## config.mk

```make
export PLATFORM = sky130hd
export DESIGN_NAME = hazard_forward_unit
export DESIGN_NICKNAME = d
export VERILOG_FILES = /design/src/rtl/riscv_pkg.sv /design/src/rtl/forward_compare.sv /design/src/rtl/hazard_forward_unit.sv
export SDC_FILE = /design/constraint.sdc
export NUM_CORES = 1
export LEC_CHECK = 0
export CAP_MARGIN = 20
export CORE_ASPECT_RATIO = 0.5
export CORE_UTILIZATION = 28
export CTS_BUF_LIST = sky130_fd_sc_hd__clkbuf_4 sky130_fd_sc_hd__clkbuf_8 sky130_fd_sc_hd__clkbuf_16
export DETAILED_ROUTE_END_ITERATION = 10
export PLACE_DENSITY = 0.52
export SETUP_SLACK_MARGIN = 0.1
export SLEW_MARGIN = 20
export SYNTH_ARGS = -nofsm -noshare
export SYNTH_HDL_FRONTEND = slang
export SYNTH_SLANG_ARGS = --single-unit
```

## constraint.sdc

```tcl
create_clock -name clk -period 6.7 [get_ports clk]
set_clock_uncertainty 0.05 [all_clocks]
set_input_delay 1.005 -clock clk [delete_from_list [all_inputs] [get_ports clk]]
set_output_delay 1.005 -clock clk [all_outputs]
set_load 0.02 [all_outputs]
```

## src/rtl/riscv_pkg.sv

```systemverilog
// Shared pipeline definitions: operand forward-select codes, hazard FSM states
// and the register address width used by the hazard/forwarding logic.
package riscv_pkg;

    localparam int REG_ADDR_WIDTH = 5;

    localparam logic [1:0] FWD_REGFILE = 2'b00;
    localparam logic [1:0] FWD_EXMEM   = 2'b01;
    localparam logic [1:0] FWD_MEMWB   = 2'b10;

    typedef enum logic {
        RUN,
        STALL
    } hazard_state_t;

endpackage

```

## src/rtl/forward_compare.sv

```systemverilog
// Priority compare for one ALU operand: picks EX/MEM, then MEM/WB, then the
// register file. x0 is never forwarded and a load still in EX/MEM is skipped.
module forward_compare
    import riscv_pkg::*;
(
    input  logic [REG_ADDR_WIDTH-1:0] sourceReg,
    input  logic [REG_ADDR_WIDTH-1:0] memRd,
    input  logic                      memRegWrite,
    input  logic                      memMemRead,
    input  logic [REG_ADDR_WIDTH-1:0] wbRd,
    input  logic                      wbRegWrite,
    output logic [1:0]                forwardSelect
);

    logic memHit;
    logic wbHit;

    assign memHit = memRegWrite && (memRd != '0) && (memRd == sourceReg) && !memMemRead;
    assign wbHit  = wbRegWrite && (wbRd != '0) && (wbRd == sourceReg);

    always_comb begin
        forwardSelect = FWD_REGFILE;
        if (memHit) begin
            forwardSelect = FWD_EXMEM;
        end else if (wbHit) begin
            forwardSelect = FWD_MEMWB;
        end
    end

endmodule

```

## src/rtl/hazard_forward_unit.sv

```systemverilog
// Execute-stage hazard controller: ALU operand forward selects, load-use
// stall/bubble generation and a saturating stall-cycle counter.
module hazard_forward_unit
    import riscv_pkg::*;
#(
    parameter int LOAD_STALL_CYCLES = 1,
    parameter int COUNT_WIDTH       = 32
) (
    input  logic                      clk,
    input  logic                      reset,
    input  logic [REG_ADDR_WIDTH-1:0] decodeRs1,
    input  logic [REG_ADDR_WIDTH-1:0] decodeRs2,
    input  logic                      decodeUsesRs1,
    input  logic                      decodeUsesRs2,
    input  logic [REG_ADDR_WIDTH-1:0] executeRs1,
    input  logic [REG_ADDR_WIDTH-1:0] executeRs2,
    input  logic [REG_ADDR_WIDTH-1:0] executeRd,
    input  logic                      executeRegWrite,
    input  logic                      executeMemRead,
    input  logic                      flush,
    output logic [1:0]                forwardSelect1,
    output logic [1:0]                forwardSelect2,
    output logic                      stallFetch,
    output logic                      stallDecode,
    output logic                      bubbleExecute,
    output logic [COUNT_WIDTH-1:0]    stallCount
);

    localparam logic [1:0] STALL_RELOAD = 2'(LOAD_STALL_CYCLES - 1);
    localparam logic [COUNT_WIDTH-1:0] COUNT_ONE = {{(COUNT_WIDTH-1){1'b0}}, 1'b1};

    logic [REG_ADDR_WIDTH-1:0] memRd;
    logic                      memRegWrite;
    logic                      memMemRead;
    logic [REG_ADDR_WIDTH-1:0] wbRd;
    logic                      wbRegWrite;

    hazard_state_t state;
    hazard_state_t stateNext;
    logic [1:0]    remaining;
    logic [1:0]    remainingNext;
    logic          stallActive;
    logic          bubbleActive;
    logic          loadUseHazard;

    // The shadow pipeline never stalls: EX, MEM and WB always advance.
    always_ff @(posedge clk) begin
        if (reset) begin
            memRd       <= '0;
            memRegWrite <= 1'b0;
            memMemRead  <= 1'b0;
            wbRd        <= '0;
            wbRegWrite  <= 1'b0;
        end else begin
            memRd       <= executeRd;
            memRegWrite <= executeRegWrite;
            memMemRead  <= executeMemRead;
            wbRd        <= memRd;
            wbRegWrite  <= memRegWrite;
        end
    end

    forward_compare u_forward_rs1 (
        .sourceReg     (executeRs1),
        .memRd         (memRd),
        .memRegWrite   (memRegWrite),
        .memMemRead    (memMemRead),
        .wbRd          (wbRd),
        .wbRegWrite    (wbRegWrite),
        .forwardSelect (forwardSelect1)
    );

    forward_compare u_forward_rs2 (
        .sourceReg     (executeRs2),
        .memRd         (memRd),
        .memRegWrite   (memRegWrite),
        .memMemRead    (memMemRead),
        .wbRd          (wbRd),
        .wbRegWrite    (wbRegWrite),
        .forwardSelect (forwardSelect2)
    );

    assign loadUseHazard = executeMemRead && executeRegWrite && (executeRd != '0) &&
                           ((decodeUsesRs1 && (decodeRs1 == executeRd)) ||
                            (decodeUsesRs2 && (decodeRs2 == executeRd)));

    always_ff @(posedge clk) begin
        if (reset) begin
            state     <= RUN;
            remaining <= 2'd0;
        end else begin
            state     <= stateNext;
            remaining <= remainingNext;
        end
    end

    // A flush squashes the stalled instruction, so it also cancels any stall in progress.
    always_comb begin
        stateNext     = state;
        remainingNext = remaining;
        stallActive   = 1'b0;
        bubbleActive  = 1'b0;
        if (flush) begin
            stateNext     = RUN;
            remainingNext = 2'd0;
        end else begin
            case (state)
                RUN: begin
                    if (loadUseHazard) begin
                        stallActive  = 1'b1;
                        bubbleActive = 1'b1;
                        if (LOAD_STALL_CYCLES > 1) begin
                            stateNext     = STALL;
                            remainingNext = STALL_RELOAD;
                        end
                    end
                end
                STALL: begin
                    stallActive   = 1'b1;
                    bubbleActive  = 1'b1;
                    remainingNext = remaining - 2'd1;
                    if (remaining == 2'd1) begin
                        stateNext = RUN;
                    end
                end
                default: begin
                    stateNext     = RUN;
                    remainingNext = 2'd0;
                end
            endcase
        end
    end

    assign stallFetch    = stallActive;
    assign stallDecode   = stallActive;
    assign bubbleExecute = bubbleActive;

    always_ff @(posedge clk) begin
        if (reset) begin
            stallCount <= '0;
        end else if (stallDecode && (stallCount != '1)) begin
            stallCount <= stallCount + COUNT_ONE;
        end
    end

    // After a correct stall a load can never sit in EX/MEM while its consumer is in execute.
    always_ff @(posedge clk) begin
        if (!reset) begin
            assert (!(memRegWrite && memMemRead && (memRd != '0) &&
                      ((memRd == executeRs1) || (memRd == executeRs2))));
        end
    end

endmodule
```

### Word-level counts from Yosys, hierarchy flattened

Cells that the tools add are included.

| cells by class | value |
|---|---|
| equal/unequal tests | 8 |
| muxes and demuxes | 8 |
| add/subtract/negate cells | 2 |
| bitwise operators | 1 |
| reductions and logical operators | 21 |

Operator list:

| kind | number |
|---|---|
| adder 32 x 1 -> 32 bit (second input constant) | 1 |
| != test 32 bit (second input constant) | 1 |
| == test 5 bit | 6 |
| nonzero test 5 bit | 3 |
| logical AND 1 bit | 14 |
| two-way mux 2 bit | 4 |
| two-way mux 1 bit | 3 |
| OR reduction 3 bit | 1 |
| == test 2 x 1 -> 1 bit (second input constant) | 1 |
| case mux 1 bit (2 select lines) | 1 |
| OR reduction 2 bit | 1 |
| subtractor 2 x 1 -> 2 bit (second input constant) | 1 |
| logical NOT 1 bit | 1 |
| logical OR 1 bit | 1 |
| inverter 1 bit | 1 |

| storage, ports and cells | value |
|---|---|
| register bits | 48 |
| input port bits | 32 |

### Logic depth before layout (Yosys ltp)

| logic depth | value |
|---|---|
| word-level depth | 8 |
| depth in mapped cells | 10 |

### Cells and area by module

Synthesis repeated with hierarchy kept, for this count alone.

| second synthesis, totals | value |
|---|---|
| cell total of the unflattened synthesis | 309 |
| area, all modules | 2681.3 µm² |

Modules (own cells, without submodules):

| module | cells an instance | area each (µm²) | times used | seq. area each (µm²) |
|---|---|---|---|---|
| hazard_forward_unit | 265 | 2343.5 | 1 | 960.9 |
| forward_compare | 22 | 168.9 | 2 | 0.0 |

### Least setup slack after synthesis

No wires, ideal clock.

| timing | value |
|---|---|
| kind | input -> output |
| from | input port executeRd[1] |
| to | output port stallDecode |
| path buffers | 3 |
| data required time | 5645 ps |
| data arrival time | 2489 ps |
| path slack | 3156 ps |
| stages on the path | 8 |
| cell sequence | or4_1 o211ai_1 nor2_1 a21oi_1 buf_2 buf_4 inv_2 buf_4 |

| between the ends | value |
|---|---|
| word-level cells in the longest chain between the ends | 7 |
| elaborated cells on any way between the ends | 11 |
| those cells by class | 2 x eq/ne; 3 x mux; 6 x reduce/logical |

RTL lines:

| what | line | source |
|---|---|---|
| start: declaration | hazard_forward_unit.sv:17 | `input logic [REG_ADDR_WIDTH-1:0] executeRd,` |
| == test 5 bit (on tied branches) | hazard_forward_unit.sv:84, hazard_forward_unit.sv:85 |  |
| logical AND 1 bit (on tied branches) | hazard_forward_unit.sv:84, hazard_forward_unit.sv:85 |  |
| logical OR 1 bit | hazard_forward_unit.sv:84 | `((decodeUsesRs1 && (decodeRs1 == executeRd)) \|\|` |
| logical AND 1 bit (*) | hazard_forward_unit.sv:83 | `assign loadUseHazard = executeMemRead && executeRegWrite && (executeRd != '0) &&` |
| two-way mux 1 bit (*) | n/a |  |
| case mux 1 bit (2 select lines) (*) | n/a |  |
| two-way mux 1 bit (*) | n/a |  |
| end: declaration | hazard_forward_unit.sv:24 | `output logic stallDecode,` |

Mark *: on every way between the ends. The rest lies on a longest branch, timed or not.

### Worst setup path in the final report

| timing | value |
|---|---|
| from | input port executeRd[2] |
| to | output port stallDecode |

| between the ends | value |
|---|---|
| word-level cells in the longest chain between the ends | 7 |
| elaborated cells on any way between the ends | 11 |
| those cells by class | 2 x eq/ne; 3 x mux; 6 x reduce/logical |

RTL lines:

| what | line | source |
|---|---|---|
| == test 5 bit (on tied branches) | hazard_forward_unit.sv:84, hazard_forward_unit.sv:85 |  |
| logical AND 1 bit (on tied branches) | hazard_forward_unit.sv:84, hazard_forward_unit.sv:85 |  |
| logical OR 1 bit | hazard_forward_unit.sv:84 |  |
| logical AND 1 bit (*) | hazard_forward_unit.sv:83 |  |
| two-way mux 1 bit (*) | hazard_forward_unit.sv:109 | `if (loadUseHazard) begin` |
| case mux 1 bit (2 select lines) (*) | hazard_forward_unit.sv:107 | `case (state)` |
| two-way mux 1 bit (*) | hazard_forward_unit.sv:103 | `if (flush) begin` |

Marked as above.

==> results.tsv <==
metric	value	unit
cts_root_buffer	clkbuf_16	
postSynthNetCount	341	
cts_sinks	48	
worst_margin_pin_slew	1010	ps
worst_setup_path_end_kind	output port	
synth-async-reset-ratio	0	
grtUsageMet3	0.0406	
instances_no_fill	481	
grtUsageMet2	0.248	
design.die.area	0.00987	mm^2
drt_pass1_iterations	4	
slew_limit_headroom	0.324	
p_leak	0.00113	uW
critical_path.startpoint_type	input pin	
vdd_drop_max	0.0834	mV
routabilityCongestion	0.930	
layout-area-overhead-vs-synth	33.5	%
netlist.area_leader.share	0.363	
path_class	input pin to output port	
r2r.worst_path.cells	8	
global_route.usage.met1	0.178	
crit-reg2reg-launch	stallCount[0]$_SDFFE_PP0P_	
drc	0	
yosys.cell_count.top_type	dfxtp_1	
worstHoldPathType	flop to flop	
via_count	2473	
cts_setup_buffers	0	
diodes	0	
gr-usage-all-layers	0.145	
slew_violations	0	
run_status	finished clean	
antenna_violations_before_repair	0	
cellPowerDensity	171	mW/mm^2
dpl_cell_area	0.00338	mm^2
design_area	0.00353	mm^2
grt_max_degree	58	
dpl.cell_count	473	
synth_enable_flop_cells	0	
hpwl_after_dpl	4770	um
cp_data_required_time	5640	ps
reg2reg_to	stallCount[5]$_SDFFE_PP0P_	
cts.clk_slew.worst_paths	60	ps
detail_route.iter0.violations	108	
io_pins	71	
holdCritStartpoint	memRegWrite$_SDFF_PP0_	
setup_violations	0	
yosysWarnings	0	
max-clock-path-buffers	2	
ys_seq_area_frac	0.363	
synth.area.top_cells	dfxtp_1 (36%), or4_1 (6.2%), xnor2_1 (5.6%)	
grt_pass1_wl	11600	um
tritoncts_buffers	5	
yosys.cell_types.count	39	
filler_cell_count_in_the_final_layout	914	
clk_latency_worst_skew_pair	290	ps
yosysTopAreaCell	dfxtp_1	
finalNetCount	397	
crit_fanout	57	
drt-total-wl	6880	um
ff2ff_setup_slack	4140	ps
fin_crit	4670	ps
post_synth.cell_area_avg	8.62	um^2
globalRouteOverflowTotal	0	
setup_tns	0	ps
drt-vias-per-instance	5.14	
ys_top_cells_by_count	dfxtp_1 (48), a21oi_1 (26), or4_1 (22)	
dominantRegCellSynth	dfxtp_1	
cts_tree	yes	
netlist_area	0.00265	mm^2
post_route_cells_drive_above_1_share	0.0440	
synth_seq_cells	48	
rsz_0062_raised_after_global_routing	no	
core	0.00895	mm^2
period_utilization	0.698	
cp.arrival	3620	ps
post_cts_resize_count	0	
first_global_vias	2373	
max_cap_violations	0	
floorplan.rows	24	
portBuffers	70	
clock_tree.htree_level_count	2	
holdPathEnd	wbRegWrite$_SDFF_PP0_	
chipWidth	139	um
final_hold_viol_count	0	
start_util	0.296	
syn_inst_count	307	
grt_busiest_layer	met2	
drt-wirelength-per-cell	14.3	um
min_path_cells	1	
die-height	70.7	um
max_freq	214	MHz
postCtsHoldBufs	0	
antenna_left	0	
-- through the flow --
step	utilization	setup WS, ps	hold WS [ps]	total power (uW)
6_report	0.395	2030	410	604
5_1_grt	0.395	1890	430	634
4_1_cts	0.395	2030	416	614
3_5_place_dp	0.378	2050	402	351
3_3_place_gp	0.378	2080	404	350
2_1_floorplan	-	3160	380	323
-- registers in the layout (all words and copies together) (netlist names) --
signal       cells
stallCount      32
memRd            5
wbRd             5
remaining        2
memMemRead       1
memRegWrite      1
state            1
wbRegWrite       1
-- power by group --
part           switching (uW)  total [uW]  leakage [uW]  internal [uW]
sequential               4.00         293      0.000389            289
clock                     103         260     0.0000780            157
combinational            21.8        51.4      0.000658           29.6
total                     128         604       0.00113            476
-- how the worst max path moves through the flow --
stage                 start            end  cells past startpoint
3_3_place_gp   executeRd[2]  bubbleExecute                      8
3_5_place_dp   executeRd[2]    stallDecode                      8
2_1_floorplan  executeRd[1]    stallDecode                      8
5_1_grt        executeRd[2]    stallDecode                      8
6_report       executeRd[2]    stallDecode                      8
4_1_cts        executeRd[2]    stallDecode                      8
-- placed cells by master, fill, tap and decap left out, types with 2 or more instances in the layout --
master and count:
nand4_1 13, a21oi_1 25, nand3_1 14, and4_1 5, nand2_1 13, or3_1 6, clkdlybuf4s50_1 69, and3_1 4
nor3b_1 2, ha_1 2, nor4_1 8, nor2b_1 21, o21ai_1 2, mux2_1 7, nor3_1 5, clkbuf_4 2
clkbuf_16 5, or4_1 22, o41ai_1 3, o21ai_0 7, nor2_1 13, buf_4 2, o31ai_1 15, xnor2_1 17
inv_1 5, dfxtp_1 48, xor2_1 14
-- logic make-up (layout without fill, tap and decap cells) --
kind of cell	count (synthesis)	count (layout)	share of synthesized area
AO/OA/AOI/OAI	56	56	0.127
XOR/XNOR	31	31	0.103
adder cells (fa/ha/maj)	2	2	0.00945
buffers and inverters	29	86	0.0610
flip-flops	48	48	0.363
multiplexers	8	8	0.0336
AND/OR/NAND/NOR	133	133	0.303
-- area by class of cell --
class                           instances  area (um^2)  area share
Tap cell                              117          146      0.0414
Multi-Input combinational cell        230         1540       0.435
Inverter                                6         22.5     0.00638
Sequential cell                        48          961       0.272
Timing Repair Buffer                   72          711       0.201
Clock buffer                            8          154      0.0436
-- per-layer routing --
| layer | wire, um | vias to the layer above |
|---|---|---|
| li1 | - | 1250 |
| met2 | 3170 | 59 |
| met3 | 379 | 8 |
| met5 | 0 | - |
| met4 | 68 | 0 |
| met1 | 3260 | 1156 |
-- worst max-delay path, stage by stage --
cell and delay, ps:
clkdlybuf4s50_1 520, or4_1 550, o211ai_1 190, nor2_1 90, a21oi_4 150, buf_4 450
inv_2 100, clkdlybuf4s50_1 560
Power figures use the tool's default switching activity.
